### config.mk
export PLATFORM = sky130hd
export DESIGN_NAME = bit_serial_adder
export DESIGN_NICKNAME = d
export VERILOG_FILES = /design/src/rtl/bit_serial_adder_pkg.sv /design/src/rtl/bit_serial_adder_fa.sv /design/src/rtl/bit_serial_adder.sv
export SDC_FILE = /design/constraint.sdc
export NUM_CORES = 1
export LEC_CHECK = 0
export BUFFER_PORTS_ARGS = -buffer_cell sky130_fd_sc_hd__buf_4
export CAP_MARGIN = 10
export CORE_MARGIN = 3
export CORE_UTILIZATION = 58
export CTS_BUF_LIST = sky130_fd_sc_hd__clkbuf_8
export DETAILED_ROUTE_END_ITERATION = 12
export GPL_TIMING_DRIVEN = 0
export PLACE_DENSITY = 0.82
export SLEW_MARGIN = 20
export SYNTH_ARGS = -nofsm -noshare
export SYNTH_HDL_FRONTEND = slang
export SYNTH_HIERARCHICAL = 1
export SYNTH_SLANG_ARGS = --single-unit
### constraint.sdc
create_clock -name clk -period 1.7 [get_ports clk]
set_input_delay 0.34 -clock clk [delete_from_list [all_inputs] [get_ports clk]]
set_output_delay 0.34 -clock clk [all_outputs]
set_load 0.02 [all_outputs]
### src/rtl/bit_serial_adder_pkg.sv
// Shared types and helpers for the bit-serial adder: FSM state encoding and
// bit-counter sizing.
package bit_serial_adder_pkg;

  typedef enum logic [1:0] {
    IDLE = 2'd0,
    RUN  = 2'd1,
    DONE = 2'd2
  } state_e;

  // Counter width max(1, clog2(n)); a one-bit counter still works for n = 1.
  function automatic int cnt_width(input int n);
    int w;
    w = $clog2(n);
    return (w < 1) ? 1 : w;
  endfunction

endpackage

### src/rtl/bit_serial_adder_fa.sv
// One-bit combinational full adder, the only arithmetic in the serial datapath.
module full_add_cell (
  input  logic a,
  input  logic b,
  input  logic ci,
  output logic s,
  output logic co
);

  assign s  = a ^ b ^ ci;
  assign co = (a & b) | (b & ci) | (a & ci);

endmodule

### src/rtl/bit_serial_adder.sv
// Bit-serial adder: {co,s} = a + b + ci computed LSB first, one bit per clock,
// with valid/ready handshakes on both the operand and result sides.
module bit_serial_adder
  import bit_serial_adder_pkg::*;
#(
  parameter int WIDTH = 8
) (
  input  logic             clk,
  input  logic             rst_n,
  input  logic             in_valid,
  output logic             in_ready,
  input  logic [WIDTH-1:0] a,
  input  logic [WIDTH-1:0] b,
  input  logic             ci,
  output logic             out_valid,
  input  logic             out_ready,
  output logic [WIDTH-1:0] s,
  output logic             co
);

  localparam int             CW   = cnt_width(WIDTH);
  localparam logic [CW-1:0]  LAST = CW'(WIDTH - 1);

  state_e           state_q, state_d;
  logic [WIDTH-1:0] a_sr_q, a_sr_d;
  logic [WIDTH-1:0] b_sr_q, b_sr_d;
  logic [WIDTH-1:0] res_q, res_d;
  logic [WIDTH-1:0] s_q, s_d;
  logic             carry_q, carry_d;
  logic             co_q, co_d;
  logic [CW-1:0]    cnt_q, cnt_d;

  logic             fa_s, fa_co;
  logic [WIDTH-1:0] res_shift;

  full_add_cell u_fa (
    .a  (a_sr_q[0]),
    .b  (b_sr_q[0]),
    .ci (carry_q),
    .s  (fa_s),
    .co (fa_co)
  );

  // Sum bits enter from the MSB side so that after WIDTH shifts bit 0 is the LSB.
  generate
    if (WIDTH == 1) begin : g_res_w1
      assign res_shift = fa_s;
    end else begin : g_res_wn
      assign res_shift = {fa_s, res_q[WIDTH-1:1]};
    end
  endgenerate

  always_ff @(posedge clk or negedge rst_n) begin
    if (!rst_n) begin
      state_q <= IDLE;
      a_sr_q  <= '0;
      b_sr_q  <= '0;
      res_q   <= '0;
      s_q     <= '0;
      carry_q <= 1'b0;
      co_q    <= 1'b0;
      cnt_q   <= '0;
    end else begin
      state_q <= state_d;
      a_sr_q  <= a_sr_d;
      b_sr_q  <= b_sr_d;
      res_q   <= res_d;
      s_q     <= s_d;
      carry_q <= carry_d;
      co_q    <= co_d;
      cnt_q   <= cnt_d;
    end
  end

  always_comb begin
    state_d = state_q;
    a_sr_d  = a_sr_q;
    b_sr_d  = b_sr_q;
    res_d   = res_q;
    s_d     = s_q;
    carry_d = carry_q;
    co_d    = co_q;
    cnt_d   = cnt_q;

    unique case (state_q)
      IDLE: begin
        if (in_valid) begin
          a_sr_d  = a;
          b_sr_d  = b;
          carry_d = ci;
          cnt_d   = '0;
          state_d = RUN;
        end
      end
      RUN: begin
        a_sr_d  = a_sr_q >> 1;
        b_sr_d  = b_sr_q >> 1;
        res_d   = res_shift;
        carry_d = fa_co;
        cnt_d   = cnt_q + CW'(1);
        if (cnt_q == LAST) begin
          s_d     = res_shift;
          co_d    = fa_co;
          state_d = DONE;
        end
      end
      DONE: begin
        if (out_ready) begin
          state_d = IDLE;
        end
      end
      default: state_d = IDLE;
    endcase
  end

  assign in_ready  = (state_q == IDLE);
  assign out_valid = (state_q == DONE);
  assign s         = s_q;
  assign co        = co_q;

endmodule

Word level (Yosys, flattened, before mapping)
Cells that the tools add are included.
{"block": "totals", "reg_bits": 39, "output_inout_bits": 11}
{"block": "classes", "add_sub_neg": 1, "n_eq_ne": 6, "mux": 12, "bitwise": 7, "n_reduce_logical": 5}
{"operator": "$pmux W8 S2", "n": 2}
{"operator": "$mux W8", "n": 2}
{"operator": "$mux W2", "n": 3}
{"operator": "$pmux W2 S3", "n": 1}
{"operator": "$pmux W3 S2", "n": 1}
{"operator": "$ne A2 B2 Y1 const B", "n": 2}
{"operator": "$reduce_and A2 Y1", "n": 2}
{"operator": "$add A3 B1 Y3 const B", "n": 1}
{"operator": "$and A1 B1 Y1", "n": 3}
{"operator": "$eq A3 B3 Y1 const B", "n": 1}
{"operator": "$mux W3", "n": 1}
{"operator": "$reduce_and A3 Y1", "n": 1}
{"operator": "$eq A2 B1 Y1 const B", "n": 1}
{"operator": "$eq A2 B2 Y1 const B", "n": 1}
{"operator": "$logic_not A2 Y1", "n": 1}
{"operator": "$ne A2 B1 Y1 const B", "n": 1}
{"operator": "$or A1 B1 Y1", "n": 2}
{"operator": "$pmux W1 S2", "n": 1}
{"operator": "$reduce_bool A2 Y1", "n": 1}
{"operator": "$xor A1 B1 Y1", "n": 2}
{"operator": "$mux W1", "n": 1}

Longest topological paths before layout
{"block": "logic_depth", "word_depth": 4, "mapped_depth": 5, "ltp_nobuf": 4}

Modules after synthesis
The synthesis kept the hierarchy.
{"module": "bit_serial_adder", "instances": 1, "cells_per_inst": 141, "area_per_inst_um2": 1866.8}
{"module": "full_add_cell", "instances": 1, "cells_per_inst": 1, "area_per_inst_um2": 20.0}

Least setup slack after synthesis
OpenSTA, ideal clock, no wires.
{"block": "synth_timing", "kind": "register to register", "start": "register cnt_q[0]", "end": "register co_q, in the netlist co", "setup_time_ps": 125, "arrival_time_ps": 1286, "t_required_ps": 1575, "slack_ps": 288, "stages_incl_launch_ff": 6, "synth_period_minus_slack_ps": 1412, "cell_sequence": "dfrtp_1 -> ha_1 -> ha_1 -> nand3b_1 -> buf_6 -> mux2_4"}
{"block": "synth_between", "elab_chain_cells": 2}
{"item": "start, declared", "line_no": "bit_serial_adder.sv:31", "rtl": "logic [CW-1:0] cnt_q, cnt_d;"}
{"item": "start signal, assigned", "line_no": "bit_serial_adder.sv:71", "rtl": "cnt_q <= cnt_d;"}
{"item": "$eq A3 B3 Y1", "line_no": "bit_serial_adder.sv:101", "rtl": "if (cnt_q == LAST) begin"}
{"item": "$reduce_and A2 Y1 (no line)"}
{"item": "end signal, assigned", "line_no": "bit_serial_adder.sv:70", "rtl": "co_q <= co_d;"}
{"item": "end, declared", "line_no": "bit_serial_adder.sv:30", "rtl": "logic co_q, co_d;"}
No other way between the ends.
A chain may end at the register's enable or synchronous reset.

Worst setup path after layout
{"block": "layout_timing", "start": "register state_q[1]", "end": "output port in_ready"}
{"block": "layout_between", "elab_chain_cells": 1}
{"item": "start, declared", "line_no": "bit_serial_adder.sv:24", "rtl": "state_e state_q, state_d;"}
{"item": "start signal, assigned", "line_no": "bit_serial_adder.sv:64", "rtl": "state_q <= state_d;"}
{"item": "$logic_not A2 Y1", "line_no": "bit_serial_adder.sv:116", "rtl": "assign in_ready = (state_q == IDLE);"}
{"item": "end, declared", "line_no": "bit_serial_adder.sv:11", "rtl": "output logic in_ready,"}
No other way between the ends.

==> qor.yml <==
clock_network:
  clkTransAtPathRegs_ns: 0.08
  root_buffer: "clkbuf_8"
  cts_buffers: 5
  clock_sinks: 38
  clockBufferDepth: 2
  h-tree-depth: 2
  cts_tree: "yes"
  insertion_delay_ns: 0.29
global_routing:
  grt_pass1_vias: 1377
  grt_overflow_total: 0
  antenna_found_initial: 0
  grt.total_usage_pct: 21.9
  grt_start_max_net_pins: 39
  grt_pass1_wl_mm: 6.84
routing:
  drt-pass1-iter-count: 4
  via_count: 1268
  wl_per_cell_um: 17.3
  drt_wl_total_mm: 3.91
  ant_nets: 0
  via_per_inst: 5.61
  drt_iter0_markers: 40
  drc: 0
final_layout:
  syn2layout_area_growth_pct: 23.5
  layout_commonest_cell: "dfrtp_1"
  final_cell_mix: "dfrtp_1, buf_4, inv_1, nor3b_1, nor4b_1"
  drive_gt1_share_pct: 41.2
  nFillCells: 211
  final_nets: 205
  n_antenna_cell: 0
  design_area_mm2: 0.00233
min_path:
  hold_path.class: "in -> async"
worst_setup_path:
  crit_fanout: 10
  cp-end-kind: "output port"
  path_cells: "buf_6 -> nor2_4 -> buf_4"
  cp_data_required_time_ns: 1.36
  critPathKind: "reg -> out"
  arrival_ns: 1.26
  slowest_delay_ns: 0.45
  start_kind: "register"
  cp_slowest_cell: "dfrtp_1"
sta:
  tightest_slew_ns: 0.468
  min_period_ns: 1.60
  max_freq_mhz: 625
  slew_headroom_pct: 68.8
  setup_viol: 0
  rsz0062_at_grt: "no"
  fin_tns_setup_ns: 0
  hold_viol: 0
  clock_skew_ns: 0.0101
  fin_crit_sh_pct: 94.1
  slew_violations: 0
placed_design:
  dp_hpwl_mm: 2.59
  gp_congestion: 0.765
  portBuffers: 31
  place_area_mm2: 0.00217
synth:
  synth_area_leaders: "dfrtp_1, mux2_4, nor3b_1"
  syn_nets: 166
  synth-seq-cells: 38
  syn_area_mm2: 0.00189
  yosysSeqAreaShare_pct: 50.4
  syn_avg_cell_area_um2: 13.3
  netlist_instances: 142
  yosysWarnings: 6
  synth_top_area_share_pct: 50.4
  synth_largest_area_cell: "dfrtp_1"
  synth_cell_types: 33
floorplan:
  die_w_um: 63.0
  ios: 32
  initial_utilization_pct: 61.3
  core_area_mm2: 0.00308
  die_h_um: 63.0
  design.die.area_mm2: 0.00397
  rows: 20
power:
  pwr_density_cell_mw_per_mm2: 1930
  finalPower_mw: 4.50
  leakage_nw: 1.09
  irDropWorstVdd_v: 0.000862
outcome:
  status: "finished, final reports clean"
flow_run:
  cap_violations: 0
[final timing paths]
kind                                         from                      to  slack [ns]  cells after the start
max                        state_q[1]$_DFFE_PN0P_                in_ready        0.10                      3
min                                         rst_n    res_q[5]$_DFFE_PN0P_       0.001                      1
max reg2reg                  cnt_q[0]$_DFFE_PN0P_        s[7]$_DFFE_PN0P_        0.17                      5
min reg2reg                 a_sr_q[7]$_DFFE_PN0P_   a_sr_q[7]$_DFFE_PN0P_        0.49                      1
max in group asynchronous                   rst_n  state_q[0]$_DFFE_PN0P_        1.34                      1
min in group clk                        out_ready  state_q[1]$_DFFE_PN0P_        0.23                      2
[cells in the mapped netlist]
library cell and number:
mux2_1 5, o21bai_4 1, nor2_2 1, a22o_1 2, buf_4 1, a21oi_1 1, buf_6 6, o221a_2 2
nor2b_1 2, inv_1 14, buf_8 1, a32o_1 1, nor4b_2 1, or4b_1 2, mux2_4 9, and2_1 1
a211oi_1 6, buf_2 4, o21ba_2 1, and2b_1 1, nor4b_1 10, ha_1 2, nand2b_1 4, a211oi_2 5
a222oi_1 2, mux2i_1 1, mux2_2 2, dfrtp_1 38, nand3b_1 1, o21ai_0 1, fa_1 1, a221o_1 1
nor3b_1 12
[per-stage QoR]
| step | utilization [%] | instances | hold WS, ns | setup slack [ns] |
|---|---|---|---|---|
| floorplan | - | 142 | 0.0444 | 0.288 |
| global placement | 70.7 | 217 | 0.327 | 0.230 |
| detailed placement | 70.7 | 217 | 0.331 | 0.199 |
| CTS | 75.4 | 225 | 0.0147 | 0.0258 |
| global route | 75.7 | 226 | 0.0254 | 0.0457 |
| finish | 75.7 | 226 | 0.00141 | 0.101 |
[flip-flops by register name, summed over array words and instances (netlist names)]
register / count
b_sr_q: 8
a_sr_q: 8
state_q: 2
cnt_q: 3
carry_q: 1
s: 8
co: 1
res_q: 7
[area by class of cell]
type / instances / area (um2) / area share [%]
buffer: 12 / 110 / 4.72
clock buffer: 6 / 82.6 / 3.54
clock inverter: 2 / 60.1 / 2.58
inverter: 14 / 52.6 / 2.25
multi-input combinational: 78 / 778 / 33.4
sequential: 38 / 952 / 40.8
tap: 44 / 55.1 / 2.36
timing repair buffer: 32 / 240 / 10.3
[power breakdown]
part	total, mW	switching [mW]	internal, mW	leakage, nW
Sequential	1.62	0.280	1.34	0.448
Clock	0.944	0.318	0.626	0.0714
Combinational	1.94	0.911	1.03	0.571
Total	4.50	1.51	3.00	1.09
[layer usage]
layer / vias to the layer above / part of all wire [%] / GRT usage [%]
met5: - / 0 / 0
met2: 40 / 52 / 37.5
met4: 0 / 0.95 / 4.41
li1: 591 / - / -
met1: 632 / 41 / 27.5
met3: 5 / 6.2 / 6.29
[logic make-up after synthesis]
family | count (synthesis) | synth area share, %
AND/OR/NAND/NOR | 35 | 14.7
adder cells (fa/ha/maj) | 3 | 2.39
buffers and inverters | 26 | 8.62
AO/OA/AOI/OAI | 23 | 12.0
multiplexers | 17 | 11.9
flip-flops | 38 | 50.4
[worst max-delay path: cells and delay by family, from the launching register on]
kind	cells	cell delay [ns]
flops	1	0.45
buf+inv	2	0.34
simple gates	1	0.18
[what timing repair did]
item | in CTS | in global routing
gates resized for setup | 1 | 1
endpoints found under the setup margin | 1 | 1
buffers inserted | 0 | 1
hold buffers | 0 | 0
Power figures use the tool's default switching activity.
